===== src/rtl/barret_pkg.sv =====
// Shared constants for the Barrett modular-reduction scheduler (modulus 2671).
// Latency: none (package only).
// Backpressure: none (package only).
package barret_pkg;

   localparam int unsigned Q_DEF     = 2671;
   localparam int unsigned MU_DEF    = 6281;     // floor(2^24 / 2671)
   localparam int unsigned OPW       = 23;       // operand width
   localparam int unsigned RESW      = 12;       // result width
   localparam int unsigned SHIFT     = 12;       // each half of the 2^24 Barrett shift
   localparam int unsigned PRODW     = 36;       // full-width product, never truncated mid-way
   localparam logic [OPW-1:0] RANGE_MAX = 23'd7134240;  // Q*Q-1

   // Operands above Q*Q-1 fall outside the Barrett error bound.
   function automatic logic out_of_range(input logic [OPW-1:0] a);
      return a > RANGE_MAX;
   endfunction

endpackage


===== src/rtl/barret_pipe_2671.sv =====
// Three-stage Barrett reduction datapath with valid/id/err sideband.
// Latency: 3 cycles from in_vld to out_vld; one operand per cycle.
// Backpressure: en=0 freezes every stage, holding all outputs stable.
module barret_pipe_2671
   import barret_pkg::*;
#(
   parameter int unsigned Q   = Q_DEF,
   parameter int unsigned MU  = MU_DEF,
   parameter int unsigned IDW = 2
) (
   input  logic            clk,
   input  logic            rst,
   input  logic            en,
   input  logic            in_vld,
   input  logic [OPW-1:0]  in_dat,
   input  logic [IDW-1:0]  in_id,
   input  logic            in_err,
   output logic            out_vld,
   output logic [RESW-1:0] out_dat,
   output logic [IDW-1:0]  out_id,
   output logic            out_err
);

   localparam int unsigned TW = PRODW - SHIFT;
   localparam logic [PRODW-1:0] QW  = PRODW'(Q);
   localparam logic [PRODW-1:0] MUW = PRODW'(MU);

   logic             s1_vld, s1_err;
   logic [OPW-1:0]   s1_a;
   logic [IDW-1:0]   s1_id;
   logic             s2_vld, s2_err;
   logic [OPW-1:0]   s2_a;
   logic [TW-1:0]    s2_t;
   logic [IDW-1:0]   s2_id;
   logic [PRODW-1:0] mul_hi, mul_q, rem0, rem1, rem2;

   // Quotient estimate and remainder with up to two conditional subtractions.
   always_comb begin
      mul_hi = PRODW'(s1_a >> SHIFT) * MUW;
      mul_q  = PRODW'(s2_t) * QW;
      rem0   = PRODW'(s2_a) - mul_q;   // t never exceeds floor(a/Q), so no underflow
      rem1   = (rem0 >= QW) ? rem0 - QW : rem0;
      rem2   = (rem1 >= QW) ? rem1 - QW : rem1;
   end

   // S1: capture operand, id and range flag.
   always_ff @(posedge clk) begin
      if (rst) begin
         s1_vld <= 1'b0;
         s1_a   <= '0;
         s1_id  <= '0;
         s1_err <= 1'b0;
      end else if (en) begin
         s1_vld <= in_vld;
         s1_a   <= in_dat;
         s1_id  <= in_id;
         s1_err <= in_err;
      end
   end

   // S2: capture the quotient estimate alongside the operand.
   always_ff @(posedge clk) begin
      if (rst) begin
         s2_vld <= 1'b0;
         s2_a   <= '0;
         s2_t   <= '0;
         s2_id  <= '0;
         s2_err <= 1'b0;
      end else if (en) begin
         s2_vld <= s1_vld;
         s2_a   <= s1_a;
         s2_t   <= TW'(mul_hi >> SHIFT);
         s2_id  <= s1_id;
         s2_err <= s1_err;
      end
   end

   // S3: corrected remainder; out-of-range operands keep the low 12 bits.
   always_ff @(posedge clk) begin
      if (rst) begin
         out_vld <= 1'b0;
         out_dat <= '0;
         out_id  <= '0;
         out_err <= 1'b0;
      end else if (en) begin
         out_vld <= s2_vld;
         out_dat <= RESW'(rem2);
         out_id  <= s2_id;
         out_err <= s2_err;
      end
   end

endmodule


===== src/rtl/barret_sched_2671.sv =====
// Round-robin arbiter feeding NREQ requesters into one shared Barrett mod-2671 pipe.
// Latency: 3 cycles from accepting edge to rsp_valid; one grant per cycle.
// Backpressure: rsp_valid & !rsp_ready stalls the pipe and drops every req_ready.
module barret_sched_2671
   import barret_pkg::*;
#(
   parameter int unsigned NREQ = 4,
   parameter int unsigned Q    = Q_DEF,
   parameter int unsigned MU   = MU_DEF,
   localparam int unsigned IDW = (NREQ > 1) ? $clog2(NREQ) : 1
) (
   input  logic              clk,
   input  logic              rst,
   input  logic [NREQ-1:0]   req_valid,
   input  logic [NREQ*OPW-1:0] req_data,
   output logic [NREQ-1:0]   req_ready,
   output logic              rsp_valid,
   input  logic              rsp_ready,
   output logic [RESW-1:0]   rsp_data,
   output logic [IDW-1:0]    rsp_id,
   output logic              rsp_err
);

   logic [IDW-1:0] ptr;
   logic [IDW-1:0] gnt_idx;
   logic [IDW-1:0] cand;
   logic           gnt_any;
   logic           advance;
   logic           accept;
   logic [OPW-1:0] op_dat;
   logic           op_err;

   assign advance = !rsp_valid || rsp_ready;
   assign accept  = gnt_any && advance && !rst;
   assign op_dat  = req_data[32'(gnt_idx)*OPW +: OPW];
   assign op_err  = out_of_range(op_dat);

   // First valid requester at or above the pointer, wrapping modulo NREQ.
   always_comb begin
      gnt_any = 1'b0;
      gnt_idx = '0;
      cand    = '0;
      for (int k = 0; k < int'(NREQ); k++) begin
         cand = IDW'((32'(ptr) + 32'(k)) % NREQ);
         if (!gnt_any && req_valid[cand]) begin
            gnt_any = 1'b1;
            gnt_idx = cand;
         end
      end
   end

   // One-hot ready for the granted requester only while the pipe can move.
   always_comb begin
      req_ready = '0;
      if (accept) req_ready[gnt_idx] = 1'b1;
   end

   // Pointer moves past the winner on acceptance, otherwise holds.
   always_ff @(posedge clk) begin
      if (rst) begin
         ptr <= '0;
      end else if (accept) begin
         if (gnt_idx == IDW'(NREQ - 1)) ptr <= '0;
         else                           ptr <= gnt_idx + IDW'(1);
      end
   end

   barret_pipe_2671 #(
      .Q   (Q),
      .MU  (MU),
      .IDW (IDW)
   ) u_pipe (
      .clk     (clk),
      .rst     (rst),
      .en      (advance),
      .in_vld  (accept),
      .in_dat  (op_dat),
      .in_id   (gnt_idx),
      .in_err  (op_err),
      .out_vld (rsp_valid),
      .out_dat (rsp_data),
      .out_id  (rsp_id),
      .out_err (rsp_err)
   );

endmodule


===== config.mk =====
export PLATFORM = sky130hd
export DESIGN_NAME = barret_sched_2671
export DESIGN_NICKNAME = d
export VERILOG_FILES = /design/src/rtl/barret_pkg.sv /design/src/rtl/barret_pipe_2671.sv /design/src/rtl/barret_sched_2671.sv
export SDC_FILE = /design/constraint.sdc
export NUM_CORES = 1
export LEC_CHECK = 0
export ABC_AREA = 1
export ABC_CLOCK_PERIOD_IN_PS = 8900
export BUFFER_PORTS_ARGS = -buffer_cell sky130_fd_sc_hd__buf_4
export CORE_MARGIN = 2
export CORE_UTILIZATION = 50
export DETAILED_ROUTE_END_ITERATION = 12
export GPL_ROUTABILITY_DRIVEN = 1
export GPL_TIMING_DRIVEN = 0
export PLACE_DENSITY = 0.66
export REMOVE_ABC_BUFFERS = 1
export SKIP_LAST_GASP = 1
export SLEW_MARGIN = 20
export SYNTH_ARGS = -nofsm -noshare
export SYNTH_HDL_FRONTEND = slang
export SYNTH_SLANG_ARGS = --single-unit

===== constraint.sdc =====
create_clock -name clk -period 8.9 [get_ports clk]
set_input_delay 0.445 -clock clk [delete_from_list [all_inputs] [get_ports clk]]
set_output_delay 0.445 -clock clk [all_outputs]
set_load 0.01 [all_outputs]

# Yosys cells after proc, flatten, opt, wreduce, memory -nomap -nowiden
# Cells that the tools add are included.
classes:
  add_sub_neg: 7
  multipliers: 3
  div_mod_pow: 0
  order_cmp: 9
  eq_ne: 1
  shift: 1
  mux: 22
  bitwise: 0
  n_reduce_logical: 12
ops:
  columns: ["op", "n"]
  rows:
  - ["$shiftx 92x8->23", 1]
  - ["$ge 36x12->1 const B", 2]
  - ["$mul 24x12->36 const B", 1]
  - ["$mux 36", 1]
  - ["$sub 23x36->36", 1]
  - ["$sub 36x12->36 const B", 1]
  - ["$mul 11x13->24 const B", 1]
  - ["$gt 23x23->1 const B", 1]
  - ["$lt 2x3->1 const B", 5]
  - ["$mux 12", 1]
  - ["$sub 12x12->12 const B", 1]
  - ["$mux 2", 5]
  - ["$mux 1", 9]
  - ["$bmux 1 s2", 4]
  - ["$mul 2x5->7 const B", 1]
  - ["$logic_and 1x1->1", 6]
  - ["$logic_not 1->1", 5]
  - ["$add 2x1->2 const B", 2]
  - ["$add 2x2->2 const B", 2]
  - ["$mux 4", 1]
  - ["$demux 1 s2", 1]
  - ["$eq 2x2->1 const B", 1]
  - ["$ge 2x1->1 const B", 1]
  - ["$logic_or 1x1->1", 1]
totals:
  regBits: 96
  latchBits: 0
  ramBits: 0
  mem_bits_ro: 0
  inputBits: 99
  elab_cells: 69
  mem_count: 0

# Depth between registers and ports, before layout
logic_depth:
  ltp_word: 17
  depth_mapped: 42
  depth_no_buf: 40

# By module
# Synthesis repeated with hierarchy kept, for this count alone.
hier_totals:
  hier_cells: 2074
  area_unflattened_um2: 13244.0
by_module_without_submodules:
  columns: ["module", "n_inst", "cells_each", "area_each_um2"]
  rows:
  - ["barret_pipe_2671", 1, 1728, 11521.0]
  - ["barret_sched_2671", 1, 346, 1722.9]

# Worst setup path after synthesis
# Ideal clock, no wire load.
synth_path:
  path_kind: "reg-to-reg"
  from: "register u_pipe.s2_t[7]"
  to: "register u_pipe.out_dat[0]"
  setup_ns: 0.109
  t_arrival_ns: 6.184
  t_required_ns: 8.791
  slack_ns: 2.607
  path_stages_with_launch: 37
  path_buffers: 3
  path_cell_list: "dfxtp_1 inv_1 fa_1 inv_1 fa_1 fa_1 inv_1 fa_1 inv_1 fa_1 inv_1 ha_1 nand2_1 nor2_2 nand3_1 nand3_2 nand2_1 nand3_2 nand2_1 inv_2 nand3_4 nor2_8 nand3_2 buf_6 buf_6 o21ai_2 ha_1 nand3_1 o21ai_1 nand2_1 nand2_1 nand2_1 buf_2 nand3_1 nand3_1 nand2_1 inv_1"
synth_via:
  elab_chain_len: 6
  word_cells_on_any_way: 8
synth_lines:
  columns: ["item", "line_no", "text"]
  rows:
  - ["from (decl)", "barret_pipe_2671.sv:33", "logic [TW-1:0] s2_t;"]
  - ["from (signal assigned)", "barret_pipe_2671.sv:72", "s2_t <= TW'(mul_hi >> SHIFT);"]
  - ["$mul 24x12->36 *", "barret_pipe_2671.sv:40", "mul_q = PRODW'(s2_t) * QW;"]
  - ["$sub 23x36->36 *", "barret_pipe_2671.sv:41", "rem0 = PRODW'(s2_a) - mul_q;"]
  - ["$sub 36x12->36 / $ge 36x12->1 (equally long branches)", "barret_pipe_2671.sv:42", "rem1 = (rem0 >= QW) ? rem0 - QW : rem0;"]
  - ["$mux 36 *", "barret_pipe_2671.sv:42", null]
  - ["$ge 36x12->1 / $sub 12x12->12 (equally long branches)", "barret_pipe_2671.sv:43", "rem2 = (rem1 >= QW) ? rem1 - QW : rem1;"]
  - ["$mux 12 *", "barret_pipe_2671.sv:43", null]
  - ["to (signal assigned)", "barret_pipe_2671.sv:87", "out_dat <= RESW'(rem2);"]
  - ["to (decl)", "barret_pipe_2671.sv:19", "output logic [RESW-1:0] out_dat,"]
# Every way passes the cells marked *; elsewhere a longest branch is shown, timed or not.
# A chain may end at the register's enable or synchronous reset.

# Worst setup path after layout
layout_path:
  from: "register u_pipe.s2_t[6]"
  to: "register u_pipe.out_dat[2]"
# The elaborated chain is that of the path after synthesis.

==> results.yml <==
setup_path:
  crit_type: "flop to flop"
  slowest_stage: "fa_1"
  r2r_cells: 36
  startpoint_type: "flop"
  crit_fanout: 29
  crit_top_cell: "nand2_1"
  max_stage_delay_ps: 540
  crit_required_ps: 9200
  critPathCaptureType: "flop"
  arrival_ps: 8430
yosys:
  syn-instance-count: 1883
  yosysUniqueCellTypes: 48
  syn_area_um2: 12250
  synth-async-reset-ratio: 0
  seq_area_frac_synth: 0.1373
  ys.flop_type: "dfxtp_1"
  ys_ff_latch: 84
  yosysWarnings: 0
  synth_edf_count: 0
  avgSynthCellArea_um2: 6.505
sta:
  timing.final.crit_share: 0.9135
  relSlewSlack: 0.3156
  rsz0062_at_grt: "no"
  finalHoldViolations: 0
  setup_viol: 0
  clock_skew_ps: 12.82
  tightestPinTransition_ps: 1024
  fin_setup_tns_ps: 0
  slew_viol_final: 0
  finalCriticalPeriod_ps: 8130
  fmax_ghz: 0.1230
finish:
  layout.area.seq_um2: 1682
  drive_gt1_frac: 0.1005
  fin_nets: 2330
  layout_commonest_cell: "nand2_1"
  final_cell_mix: "nand2_1 (576), inv_1 (406), ha_1 (170)"
  area_growth_pct: 11.91
  n_fill_cell: 2427
  diodes: 0
  multi_input_area_um2: 8803
floorplan:
  core-area_um2: 24180
  dieArea_um2: 25760
  die_w_um: 160.5
  rows: 57
  start_util: 0.5066
  die_height_um: 160.5
  io_pins: 119
run:
  maxCapViolCount: 0
place:
  dpl.hpwl_um: 25920
  routabilityCongestion: 0.8693
  portBuffers: 118
detailed_routing:
  viasPerCell: 4.984
  wire_per_inst_um: 13.32
  drc: 0
  drt-pass1-iter-count: 5
  vias: 11490
  wirelength_um: 30710
  drtAntennaViolNets: 0
  drt-initial-drc-count: 604
cts:
  root_buffer: "clkbuf_16"
  post_cts_buffers: 0
  clk_latency_ps: 350
  clk_pin_slew_ps: 70
  cts_hold_buf: 0
  cts_tree: "done"
  clock_path_buffers: 2
  htree_num_levels: 3
  cts_num_sinks: 84
  cts.repair.resized: 0
  cts_buffers: 9
global_routing:
  track_usage: 0.2462
  grt_overflow_total: 0
  grt_use_met2: 0.4304
  antenna_found_initial: 0
  grt_max_degree: 56
  grt_pass1_vias: 11190
  top_usage_layer: "met2"
  met1_usage: 0.3360
  grt_pass1_wl_um: 52750
  met3_usage: 0.02247
outcome:
  outcome: "finished, final reports clean"
min_path:
  hold_depth: 3
  hold_path_class: "input port to flop"
[final timing paths]
check	startpoint	endpoint	slack, ps
setup reg to reg	u_pipe.s2_t[6]	u_pipe.out_dat[2]	770
hold reg to reg	u_pipe.s1_id[1]	u_pipe.s2_id[1]	460
hold / removal	rst	u_pipe.s2_t[11]	430
setup / recovery	u_pipe.s2_t[6]	u_pipe.out_dat[2]	770
[worst max-delay path: cells and delay by family, from the launching register on]
kind	cells	cell delay, ps
simple gates	21	3370
flops	1	450
buf+inv	7	840
fa+ha+maj	7	3140
compound gates	1	230
[routing by layer]
metal	share of wire	routed length (µm)
met2	0.46	14210
met5	0	0
met4	0.011	353
met3	0.041	1253
met1	0.49	14900
[cells by family after synthesis]
| kind of cell | Yosys count | synth area share |
|---|---|---|
| buffers and inverters | 462 | 0.1443 |
| xor gates and xnor gates | 21 | 0.01563 |
| adders and majority gates | 255 | 0.3126 |
| and+or+nand+nor | 906 | 0.3156 |
| AOI/OAI and AO/OA | 155 | 0.07457 |
| DFF | 84 | 0.1373 |
[cells in the mapped netlist, types with 2 or more instances]
library cell    n  share of area
dfxtp_1        84           0.14
nor3_1          6         0.0025
o22ai_1        39          0.020
nand2_1       576           0.18
buf_6           3         0.0028
nor2_2         11         0.0056
fa_1           85           0.14
or2_2           4         0.0020
nand3_2         7         0.0057
o21ai_2         3         0.0021
a32oi_1         2         0.0014
buf_1           6         0.0018
inv_1         407           0.12
nand3b_1        9         0.0055
nand4_1        30          0.015
buf_2           6         0.0025
clkbuf_1       22         0.0067
a32o_1          2         0.0016
o21ai_1         2        0.00082
o21ai_0        43          0.018
xor2_1         14          0.010
a21oi_1        44          0.018
nor2_1        102          0.031
nand2_2        14         0.0072
ha_1          170           0.17
a21boi_0        2         0.0012
and2_1          5         0.0026
inv_2          14         0.0043
clkinv_1        3        0.00092
xnor2_1         6         0.0043
o211ai_1        6         0.0037
nand3_1       137          0.056
o32ai_1         4         0.0029
[metrics by stage]
stage	instance area [µm²]	instances	util	hold slack, ps	setup WS [ps]
final	13710	2305	0.5669	427.0	770.2
after global routing	13710	2305	0.5669	440.0	81.85
after global placement	13360	2287	0.5527	435.1	880.7
after floorplan	12070	1845	-	422.0	2307
after detailed placement	13400	2289	0.5543	437.2	898.8
after CTS	13710	2305	0.5669	413.1	884.2
[area by class of cell]
class / instances / share of cell area
Clock buffer: 9 / 0.01643
Clock inverter: 7 / 0.005933
Inverter: 424 / 0.1162
Multi-Input combinational cell: 1337 / 0.6423
Sequential cell: 84 / 0.1227
Tap cell: 324 / 0.02958
Timing Repair Buffer: 120 / 0.06691
[sequential cells by signal (all words and copies together) (netlist names)]
register and cells:
u_pipe.s1_vld 1, u_pipe.s1_a 23, u_pipe.s2_vld 1, u_pipe.s2_t 12, u_pipe.s2_id 2, u_pipe.s1_err 1
u_pipe.s2_err 1, u_pipe.out_vld 1, u_pipe.s1_id 2, u_pipe.out_err 1, ptr 2, u_pipe.out_id 2
u_pipe.out_dat 12, u_pipe.s2_a 23
Power is not shown: default switching activity piles up to over one toggle a cycle in this logic, so the estimate is an artifact.
